File: src/rtl/ptd_bank_if.sv
// Bus bundle for the pulse-detector bank.
// The controller side is the master and drives the control and raw inputs.
// The bank is the slave and returns strobes, levels and the event count.
interface ptd_bank_if #(
  parameter int CHANNELS = 4,
  parameter int CNT_W    = 8
);
  logic                en;
  logic [1:0]          mode;
  logic                clr;
  logic [CHANNELS-1:0] pulse;
  logic [CHANNELS-1:0] pulse_out;
  logic [CHANNELS-1:0] level;
  logic                event_any;
  logic [CNT_W-1:0]    event_count;

  modport master (
    output en, mode, clr, pulse,
    input  pulse_out, level, event_any, event_count
  );

  modport slave (
    input  en, mode, clr, pulse,
    output pulse_out, level, event_any, event_count
  );
endinterface

File: src/rtl/ptd_bank.sv
// Bank of independent pulse channels.
// Each channel is processed in four steps:
//   1. Synchronise the raw input.
//   2. Debounce it into a stable level.
//   3. Qualify level edges against en/mode.
//   4. Emit a one-cycle strobe in the cycle after the level changes.
// A shared saturating counter tallies the strobes.
module ptd_bank #(
  parameter int CHANNELS        = 4,
  parameter int SYNC_STAGES     = 2,
  parameter int DEBOUNCE_CYCLES = 16,
  parameter int CNT_W           = 8
) (
  input logic        clk,
  input logic        rst_n,
  ptd_bank_if.slave  bus
);

  localparam int DW = $clog2(DEBOUNCE_CYCLES + 1);
  localparam int PW = $clog2(CHANNELS + 1);
  localparam int SW = CNT_W + PW;
  localparam logic [DW-1:0]    DB_LAST = DW'(DEBOUNCE_CYCLES - 1);
  localparam logic [CNT_W-1:0] CNT_MAX = '1;

  logic [SYNC_STAGES-1:0] sync_ff [CHANNELS];
  logic [DW-1:0]          db_cnt  [CHANNELS];
  logic [CHANNELS-1:0]    level_r;
  logic [CHANNELS-1:0]    pend;
  logic [CHANNELS-1:0]    pulse_out_r;
  logic                   event_any_r;
  logic [CNT_W-1:0]       count_r;

  logic [CHANNELS-1:0]    sync_bit;
  logic [CHANNELS-1:0]    accept;
  logic                   rise_ok;
  logic                   fall_ok;
  logic [PW-1:0]          n_strobe;
  logic [SW-1:0]          sum;

  // Edge qualification uses en/mode as they are on the edge where the level flips.
  // The qualified result is parked in pend and becomes pulse_out one edge later.
  always_comb begin
    rise_ok  = bus.en && ((bus.mode == 2'b00) || (bus.mode == 2'b10));
    fall_ok  = bus.en && ((bus.mode == 2'b01) || (bus.mode == 2'b10));
    sync_bit = '0;
    accept   = '0;
    n_strobe = '0;
    for (int i = 0; i < CHANNELS; i++) begin
      sync_bit[i] = sync_ff[i][SYNC_STAGES-1];
      accept[i]   = (sync_bit[i] != level_r[i]) && (db_cnt[i] == DB_LAST) &&
                    (sync_bit[i] ? rise_ok : fall_ok);
      n_strobe    = n_strobe + PW'(pend[i]);
    end
    sum = SW'(count_r) + SW'(n_strobe);
  end

  // Per-channel synchroniser, debounce counter and accepted level.
  always_ff @(posedge clk) begin
    if (!rst_n) begin
      for (int i = 0; i < CHANNELS; i++) begin
        sync_ff[i] <= '0;
        db_cnt[i]  <= '0;
      end
      level_r <= '0;
      pend    <= '0;
    end else begin
      for (int i = 0; i < CHANNELS; i++) begin
        sync_ff[i] <= {sync_ff[i][SYNC_STAGES-2:0], bus.pulse[i]};
        if (sync_bit[i] == level_r[i]) begin
          db_cnt[i] <= '0;
        end else if (db_cnt[i] == DB_LAST) begin
          level_r[i] <= sync_bit[i];
          db_cnt[i]  <= '0;
        end else begin
          db_cnt[i] <= db_cnt[i] + 1'b1;
        end
      end
      pend <= accept;
    end
  end

  // Strobe outputs and saturating event counter.
  // The counter updates on the same edge that raises pulse_out.
  // A clear wins over any strobes arriving on that edge.
  always_ff @(posedge clk) begin
    if (!rst_n) begin
      pulse_out_r <= '0;
      event_any_r <= 1'b0;
      count_r     <= '0;
    end else begin
      pulse_out_r <= pend;
      event_any_r <= |pend;
      if (bus.clr)
        count_r <= '0;
      else if (sum > SW'(CNT_MAX))
        count_r <= CNT_MAX;
      else
        count_r <= sum[CNT_W-1:0];
    end
  end

  assign bus.pulse_out   = pulse_out_r;
  assign bus.level       = level_r;
  assign bus.event_any   = event_any_r;
  assign bus.event_count = count_r;

endmodule
File: src/flat_wrapper.sv
// flat-port wrapper written by rule: the top's interface ports become plain ports
module ptd_bank_flat 
#(
  parameter int CHANNELS        = 4,
  parameter int SYNC_STAGES     = 2,
  parameter int DEBOUNCE_CYCLES = 16,
  parameter int CNT_W           = 8
)
  (clk, rst_n, bus_en, bus_mode, bus_clr, bus_pulse, bus_pulse_out, bus_level, bus_event_any, bus_event_count);
  ptd_bank_if #(.CHANNELS(CHANNELS), .CNT_W(CNT_W)) bus_i ();
  input logic clk;
  input logic rst_n;
  input wire logic [$bits(bus_i.en)-1:0] bus_en;
  input wire logic [$bits(bus_i.mode)-1:0] bus_mode;
  input wire logic [$bits(bus_i.clr)-1:0] bus_clr;
  input wire logic [$bits(bus_i.pulse)-1:0] bus_pulse;
  output wire logic [$bits(bus_i.pulse_out)-1:0] bus_pulse_out;
  output wire logic [$bits(bus_i.level)-1:0] bus_level;
  output wire logic [$bits(bus_i.event_any)-1:0] bus_event_any;
  output wire logic [$bits(bus_i.event_count)-1:0] bus_event_count;
  assign bus_i.en = bus_en;
  assign bus_i.mode = bus_mode;
  assign bus_i.clr = bus_clr;
  assign bus_i.pulse = bus_pulse;
  assign bus_pulse_out = bus_i.pulse_out;
  assign bus_level = bus_i.level;
  assign bus_event_any = bus_i.event_any;
  assign bus_event_count = bus_i.event_count;
  ptd_bank #(.CHANNELS(CHANNELS), .SYNC_STAGES(SYNC_STAGES), .DEBOUNCE_CYCLES(DEBOUNCE_CYCLES), .CNT_W(CNT_W)) u_core (.clk(clk), .rst_n(rst_n), .bus(bus_i));
endmodule
File: config.mk
export PLATFORM = sky130hd
export DESIGN_NAME = ptd_bank_flat
export DESIGN_NICKNAME = d
export VERILOG_FILES = /design/src/rtl/ptd_bank_if.sv /design/src/rtl/ptd_bank.sv /design/src/flat_wrapper.sv
export SDC_FILE = /design/constraint.sdc
export NUM_CORES = 1
export LEC_CHECK = 0
export BUFFER_PORTS_ARGS = -buffer_cell sky130_fd_sc_hd__buf_2
export CAP_MARGIN = 20
export CORE_MARGIN = 1
export CORE_UTILIZATION = 61
export DETAILED_ROUTE_END_ITERATION = 8
export PLACE_DENSITY = 0.85
export SLEW_MARGIN = 10
export SYNTH_ARGS = -nofsm -noshare
export SYNTH_HDL_FRONTEND = slang
export SYNTH_SLANG_ARGS = --single-unit
File: constraint.sdc
create_clock -name clk -period 4.4 [get_ports clk]
set_input_delay 0.44 -clock clk [delete_from_list [all_inputs] [get_ports clk]]
set_output_delay 0.44 -clock clk [all_outputs]
set_load 0.02 [all_outputs]
==> results of run 1 <==
## cell families (layout without fill, tap and decap cells)
kind of cell / count (synthesis) / count (layout) / synth area share
other cells: 1 / 20 / 0.00170
simple gates: 82 / 82 / 0.189
compound gates: 16 / 16 / 0.0387
xor+xnor: 15 / 15 / 0.0597
fa+ha+maj: 18 / 18 / 0.109
flops: 49 / 49 / 0.537
mux: 4 / 4 / 0.0182
buf+inv: 25 / 56 / 0.0461
## worst reg2reg max path: stages (launching register included)
cell     delay, ns
dfxtp_1       0.36
inv_1         0.06
ha_1          0.27
inv_1         0.06
fa_1          0.48
inv_1         0.07
ha_1          0.15
inv_1         0.05
fa_1          0.39
nor2b_1       0.14
or2_1         0.16
nand3_1       0.21
a21oi_1       0.20
## per-stage QoR
stage          instance area, µm²  hold WS [ns]  cells  utilization
6_report                     2500         0.263    306        0.737
5_1_grt                      2500         0.239    306        0.737
4_1_cts                      2500         0.255    306        0.737
3_5_place_dp                 2440         0.419    298        0.720
3_3_place_gp                 2440         0.414    298        0.720
2_1_floorplan                2270         0.412    229            -
## final cells by class
class | count | area share
Inverter | 22 | 0.0330
Sequential cell | 49 | 0.473
Tap cell | 46 | 0.0230
Clock buffer | 5 | 0.0150
Clock inverter | 3 | 0.00851
Timing Repair Buffer | 26 | 0.0521
Multi-Input combinational cell | 155 | 0.396
## report_power, final
group | switching (mW) | internal [mW]
clock network | 0.147 | 0.0635
registers | 0.00694 | 0.484
logic | 0.0199 | 0.0146
## metal layers
metal	GRT usage	vias to the layer above	part of all wire
li1	-	774	-
met1	0.249	666	0.46
met2	0.325	31	0.48
met3	0.0621	9	0.038
met4	0.102	0	0.022
met5	0	-	0
## registers in the layout, summed over array words and instances, names as in the netlist
name	count
u_core.pend	4
u_core.sync_ff	8
u_core.bus.level	4
u_core.bus.event_count	8
u_core.bus.pulse_out	4
u_core.bus.event_any	1
u_core.db_cnt	20
## path summary, 6_finish.rpt
path | cells after the start | endpoint | from | slack (ns)
worst max-delay path | 12 | u_core.bus.event_count[1]$_SDFF_PP0_ | u_core.pend[0]$_SDFF_PN0_ | 1.73
worst min-delay path | 2 | u_core.sync_ff[2][0]$_SDFF_PN0_ | bus_pulse[2] | 0.26
worst max register to register | 12 | u_core.bus.event_count[1]$_SDFF_PP0_ | u_core.pend[0]$_SDFF_PN0_ | 1.73
worst min register to register | 1 | u_core.sync_ff[2][1]$_SDFF_PN0_ | u_core.sync_ff[2][0]$_SDFF_PN0_ | 0.45
## cells in the final DEF (no fill, tap or decap), types with 2 or more instances in the layout
cell / Yosys / routed
edfxtp_1: 20 / 20
nor3_1: 2 / 2
or3_1: 3 / 3
nand2_1: 8 / 8
buf_2: 0 / 26
and4_1: 2 / 2
ha_1: 16 / 16
nand3_1: 7 / 7
clkbuf_4: 0 / 5
nor3b_1: 4 / 4
fa_1: 2 / 2
nor2_1: 37 / 37
xor2_1: 5 / 5
mux2i_1: 4 / 4
and2_1: 8 / 8
xnor2_1: 10 / 10
conb_1: 1 / 20
a21oi_1: 13 / 13
and3_1: 4 / 4
inv_1: 21 / 21
dfxtp_1: 29 / 29
==> results.json, run 1 <==
{
  "drv_cap": 0,
  "core-area_mm2": 0.00339,
  "crit_required_ns": 4.70,
  "crit_arrival_ns": 2.97,
  "syn-instance-count": 210,
  "hold_viol": 0,
  "wirelength_um": 3250,
  "via_count": 1480,
  "grt_pass1_vias": 1329,
  "max-slew-margin-rel": 0.644,
  "antenna_found_initial": 0,
  "nNetsFinal": 287,
  "grt_setup_unrepaired": "false",
  "start_kind": "register",
  "fmax_ghz": 0.375,
  "power.leakage_nw": 1.09,
  "critical_path_class": "register to register",
  "grt_usage": 0.203,
  "port_buffers": 26,
  "crit_fanout": 5,
  "multi_input_area_um2": 988,
  "cp.buffers_inverters": 4,
  "synthArstFlopShare": 0,
  "syn_avg_cell_area_um2": 10.5,
  "cts_tree": "done",
  "pin_count": 27,
  "power_mw": 0.735,
  "power_density_mw_per_mm2": 294,
  "path_cells": "inv_1 -> ha_1 -> inv_1 -> fa_1 -> inv_1 -> ha_1 -> inv_1 -> fa_1 -> nor2b_1 -> or2_1 -> nand3_1 -> a21oi_1",
  "clkSinkCount": 49,
  "diodes": 0,
  "dp_hpwl_um": 2450,
  "die_h_um": 62.1,
  "ys_seq_area_frac": 0.537,
  "place_ws_ns": 1.77,
  "synth_area_leaders": "edfxtp_1 27%, dfxtp_1 26%, ha_1 9.1%",
  "ys_warn_count": 0,
  "grt_first_pass_wirelength_um": 5530,
  "slowest_stage": "fa_1",
  "initial_utilization": 0.649,
  "final_max_slew_viol_count": 0,
  "postRouteAntennaNets": 0,
  "drtPass1Iterations": 4,
  "grt-ovfl-total": 0,
  "cts_resized": 0,
  "synth-edff-count": 20,
  "gp_congestion": 0.766,
  "drtIter0Drc": 54,
  "fill_cells": 256,
  "syn_to_final_growth_pct": 13.6,
  "syn_area_mm2": 0.00220,
  "clkTransAtPathRegs_ns": 0.14,
  "h-tree-depth": 2,
  "ys_seq_elements": 49,
  "dieWidth_um": 62.1,
  "max-vdd-ir-drop_mv": 0.216,
  "fin_crit_ns": 2.67,
  "period_share": 0.606,
  "min_path_type": "input port to register",
  "grt_max_degree": 17,
  "numCtsBuffers": 5,
  "drc": 0,
  "synth_cell_types": 32,
  "fin_ws_ns": 1.73,
  "placementRows": 21,
  "vias_per_cell": 4.84,
  "wire_per_inst_um": 10.6,
  "regArea_mm2": 0.00118,
  "critPathTopFamily": "adder cells",
  "clk_latency_ns": 0.37,
  "end_kind": "register",
  "clock-root-buffer": "clkbuf_4",
  "outcome": "completed",
  "synth_area_leader_cell": "edfxtp_1",
  "crit_top_cell": "inv_1",
  "synth_most_common_cell": "nor2_1",
  "post_cts_buffers": 0,
  "clock_path_buffers": 2,
  "synthTopCellsByCount": "37 x nor2_1, 29 x dfxtp_1, 21 x inv_1",
  "synth_top_area_frac": 0.273,
  "cts-hold-fix-buffers": 0,
  "skew_ns": 0.00903,
  "setup_tns_ns": 0,
  "setup_viol": 0,
  "die_area_mm2": 0.00385,
  "synth_top_flop_cell": "dfxtp_1",
  "cpPeakStageDelay_ns": 0.48,
  "worst_pin_slew_ns": 0.528,
  "drive_gt1_frac": 0.146
}
No activity file was read; power rests on OpenSTA's default activity.
==> run 2: changes to the inputs <==
- ABC_AREA: unset -> 1
- CORE_UTILIZATION: 61 -> 57
- PLACE_DENSITY: 0.85 -> 0.8
- clock period: 4.4 -> 2.62 ns (I/O delays scaled with it)
==> results.json, run 2 <==
{
  "syn-instance-count": 259,
  "rr_worst_depth": 13,
  "endpoint": "u_core.bus.event_count[3]$_SDFF_PP0_",
  "crit_fanout": 8,
  "ys_seq_elements": 49,
  "drtIter0Drc": 68,
  "seq_power_share": 0.632,
  "period_share": 0.934,
  "top_register": "u_core.db_cnt",
  "synth_top_area_frac": 0.260,
  "grt_setup_unrepaired": "false",
  "postRouteAntennaNets": 0,
  "initial_utilization": 0.613,
  "start_kind": "register",
  "power.leakage_nw": 1.34,
  "critical_path_class": "register to register",
  "gp_congestion": 0.779,
  "syn_to_final_growth_pct": 15.5,
  "nNetsFinal": 337,
  "grt_usage": 0.207,
  "synth_compound_area_frac": 0.0574,
  "drc": 0,
  "clkPwrFrac": 0.319,
  "p_sw_mw": 0.283,
  "ys_warn_count": 0,
  "grt_max_degree": 23,
  "multi_input_area_mm2": 0.00100,
  "synth_fa_ha_area_frac": 0.104,
  "synth-edff-count": 20,
  "postLayoutCoreUtil": 0.708,
  "synth_area_leader_cell": "edfxtp_1",
  "intPower_mw": 1.02,
  "wirelength_um": 3910,
  "ys_seq_area_frac": 0.511,
  "dp_hpwl_um": 2920,
  "synth_most_common_cell": "inv_1",
  "reg2reg_to": "u_core.bus.event_count[3]$_SDFF_PP0_",
  "syn_area_mm2": 0.00231,
  "reg2reg_from": "u_core.pend[0]$_SDFF_PN0_",
  "setup_viol": 0,
  "synth-simple-area-share": 0.206,
  "skew_ns": 0.00436,
  "h-tree-depth": 2,
  "via_count": 1706,
  "crit_arrival_ns": 2.68,
  "clkSinkCount": 49,
  "min_path_type": "input port to register",
  "hold_viol": 0,
  "layout_commonest_cell": "inv_1",
  "placementRows": 22,
  "setup_tns_ns": 0,
  "comb_power_share": 0.048,
  "synthTopCellsByCount": "57 x inv_1, 46 x nand2_1, 29 x dfxtp_1",
  "layout_common_cells": "56 x inv_1, 46 x nand2_1, 28 x nor2_1",
  "drive_gt1_frac": 0.155,
  "die_area_mm2": 0.00431,
  "holdPathStages": 3,
  "synth_top_flop_cell": "dfxtp_1",
  "max-vdd-ir-drop_mv": 0.431,
  "fill_cells": 295,
  "drtPass1Iterations": 4,
  "synthXorXnorAreaFrac": 0.0227,
  "fmax_ghz": 0.408,
  "diodes": 0,
  "grt_first_pass_wirelength_um": 6620,
  "crit_required_ns": 2.85,
  "vias_per_cell": 4.77,
  "antenna_found_initial": 0,
  "wire_per_inst_um": 10.9,
  "clkTransAtPathRegs_ns": 0.08,
  "drv_cap": 0,
  "switching_share": 0.217,
  "power_density_mw_per_mm2": 488,
  "cts-hold-fix-buffers": 0,
  "syn_avg_cell_area_um2": 8.92,
  "end_kind": "register",
  "reg2reg_slack_ns": 0.17,
  "clk_latency_ns": 0.30,
  "grt_pass1_vias": 1628,
  "dieWidth_um": 65.7,
  "numCtsBuffers": 5,
  "pin_count": 27,
  "synth_cell_types": 30,
  "synthArstFlopShare": 0,
  "core-area_mm2": 0.00377,
  "clock-root-buffer": "clkbuf_8",
  "crit_path_start": "u_core.pend[0]$_SDFF_PN0_",
  "largest_register_ffs": 20,
  "port_buffers": 26,
  "regArea_mm2": 0.00118,
  "fin_crit_ns": 2.45,
  "outcome": "completed",
  "final_max_slew_viol_count": 0,
  "die_h_um": 65.7,
  "cts_tree": "done",
  "post_synth_mux_area_share": 0,
  "grt-ovfl-total": 0,
  "synth_area_leaders": "edfxtp_1 26%, dfxtp_1 25%, inv_1 9.3%",
  "clock_path_buffers": 2,
  "synth_top_family_by_area": "simple AND/OR/NAND/NOR gates"
}
## run 2: cell types whose count changed after synthesis, sizes merged, moves of 5 or more
cell   delta
nand3     +9
nor2      -8
xnor2    -10
inv      +35
and2      -8
o21ai     +5
nand2    +40
## run 2: cell families (layout without fill, tap and decap cells)
group,count (synthesis),after routing
compound gates,22,22
xor+xnor,6,6
fa+ha+maj,18,18
buf+inv,59,91
flops,49,49
other cells,1,20
simple gates,104,104
## run 2: stage by stage
stage	cell area (µm²)	setup WS, ns	total power [mW]	hold slack, ns	cells
2_1_floorplan	2380	0.282	0.884	0.360	278
3_3_place_gp	2560	0.196	0.899	0.393	350
3_5_place_dp	2560	0.0971	0.904	0.397	350
4_1_cts	2640	0.0659	1.31	0.141	358
5_1_grt	2670	0.00471	1.36	0.145	358
6_report	2670	0.172	1.30	0.144	358
## run 2: area by class of cell
cell class              count  share of cell area
clock buffers               7              0.0286
clock inverters             1             0.00141
inverters                  57              0.0801
multi-input cells         170               0.375
flip-flops and latches     49               0.443
well taps                  48              0.0225
repair buffers             26              0.0487
## run 2: worst max-delay path: stages, from the launching register on
cell and delay, ns:
dfxtp_2 0.35, inv_1 0.05, ha_1 0.26, inv_1 0.05, fa_1 0.48, inv_2 0.08
ha_4 0.13, inv_1 0.05, fa_2 0.33, inv_1 0.07, nand2_1 0.08, nand2_2 0.13
nand3_4 0.14, a31oi_2 0.18
## run 2: how the worst min path moves through the flow
| stage | endpoint | slack (ns) | start |
|---|---|---|---|
| CTS | u_core.sync_ff[0][0]$_SDFF_PN0_ | 0.14 | bus_pulse[0] |
| global placement | u_core.sync_ff[0][1]$_SDFF_PN0_ | 0.39 | u_core.sync_ff[0][0]$_SDFF_PN0_ |
| finish | u_core.sync_ff[0][0]$_SDFF_PN0_ | 0.14 | bus_pulse[0] |
| floorplan | u_core.sync_ff[0][0]$_SDFF_PN0_ | 0.36 | bus_pulse[0] |
| detailed placement | u_core.sync_ff[3][1]$_SDFF_PN0_ | 0.40 | u_core.sync_ff[3][0]$_SDFF_PN0_ |
| global route | u_core.sync_ff[2][0]$_SDFF_PN0_ | 0.14 | bus_pulse[2] |
## run 2: per-layer routing
layer	vias up	part of all wire	GRT usage
met1	762	0.44	0.232
met5	-	0	0
li1	890	-	-
met2	38	0.50	0.357
met4	0	0.027	0.109
met3	16	0.037	0.0538
## run 2: power groups by stage
stage          combinational, mW  clock [mW]  sequential (mW)
4_1_cts                   0.0626       0.424            0.825
5_1_grt                   0.0743       0.454            0.827
3_3_place_gp              0.0585           0            0.841
6_report                  0.0632       0.416            0.825
2_1_floorplan             0.0449           0            0.839
3_5_place_dp              0.0618           0            0.842
## run 2: what timing repair did
action                                  CTS  global route
resized for setup                         0             8
setup buffers                             0             0
endpoints found under the setup margin    0             8
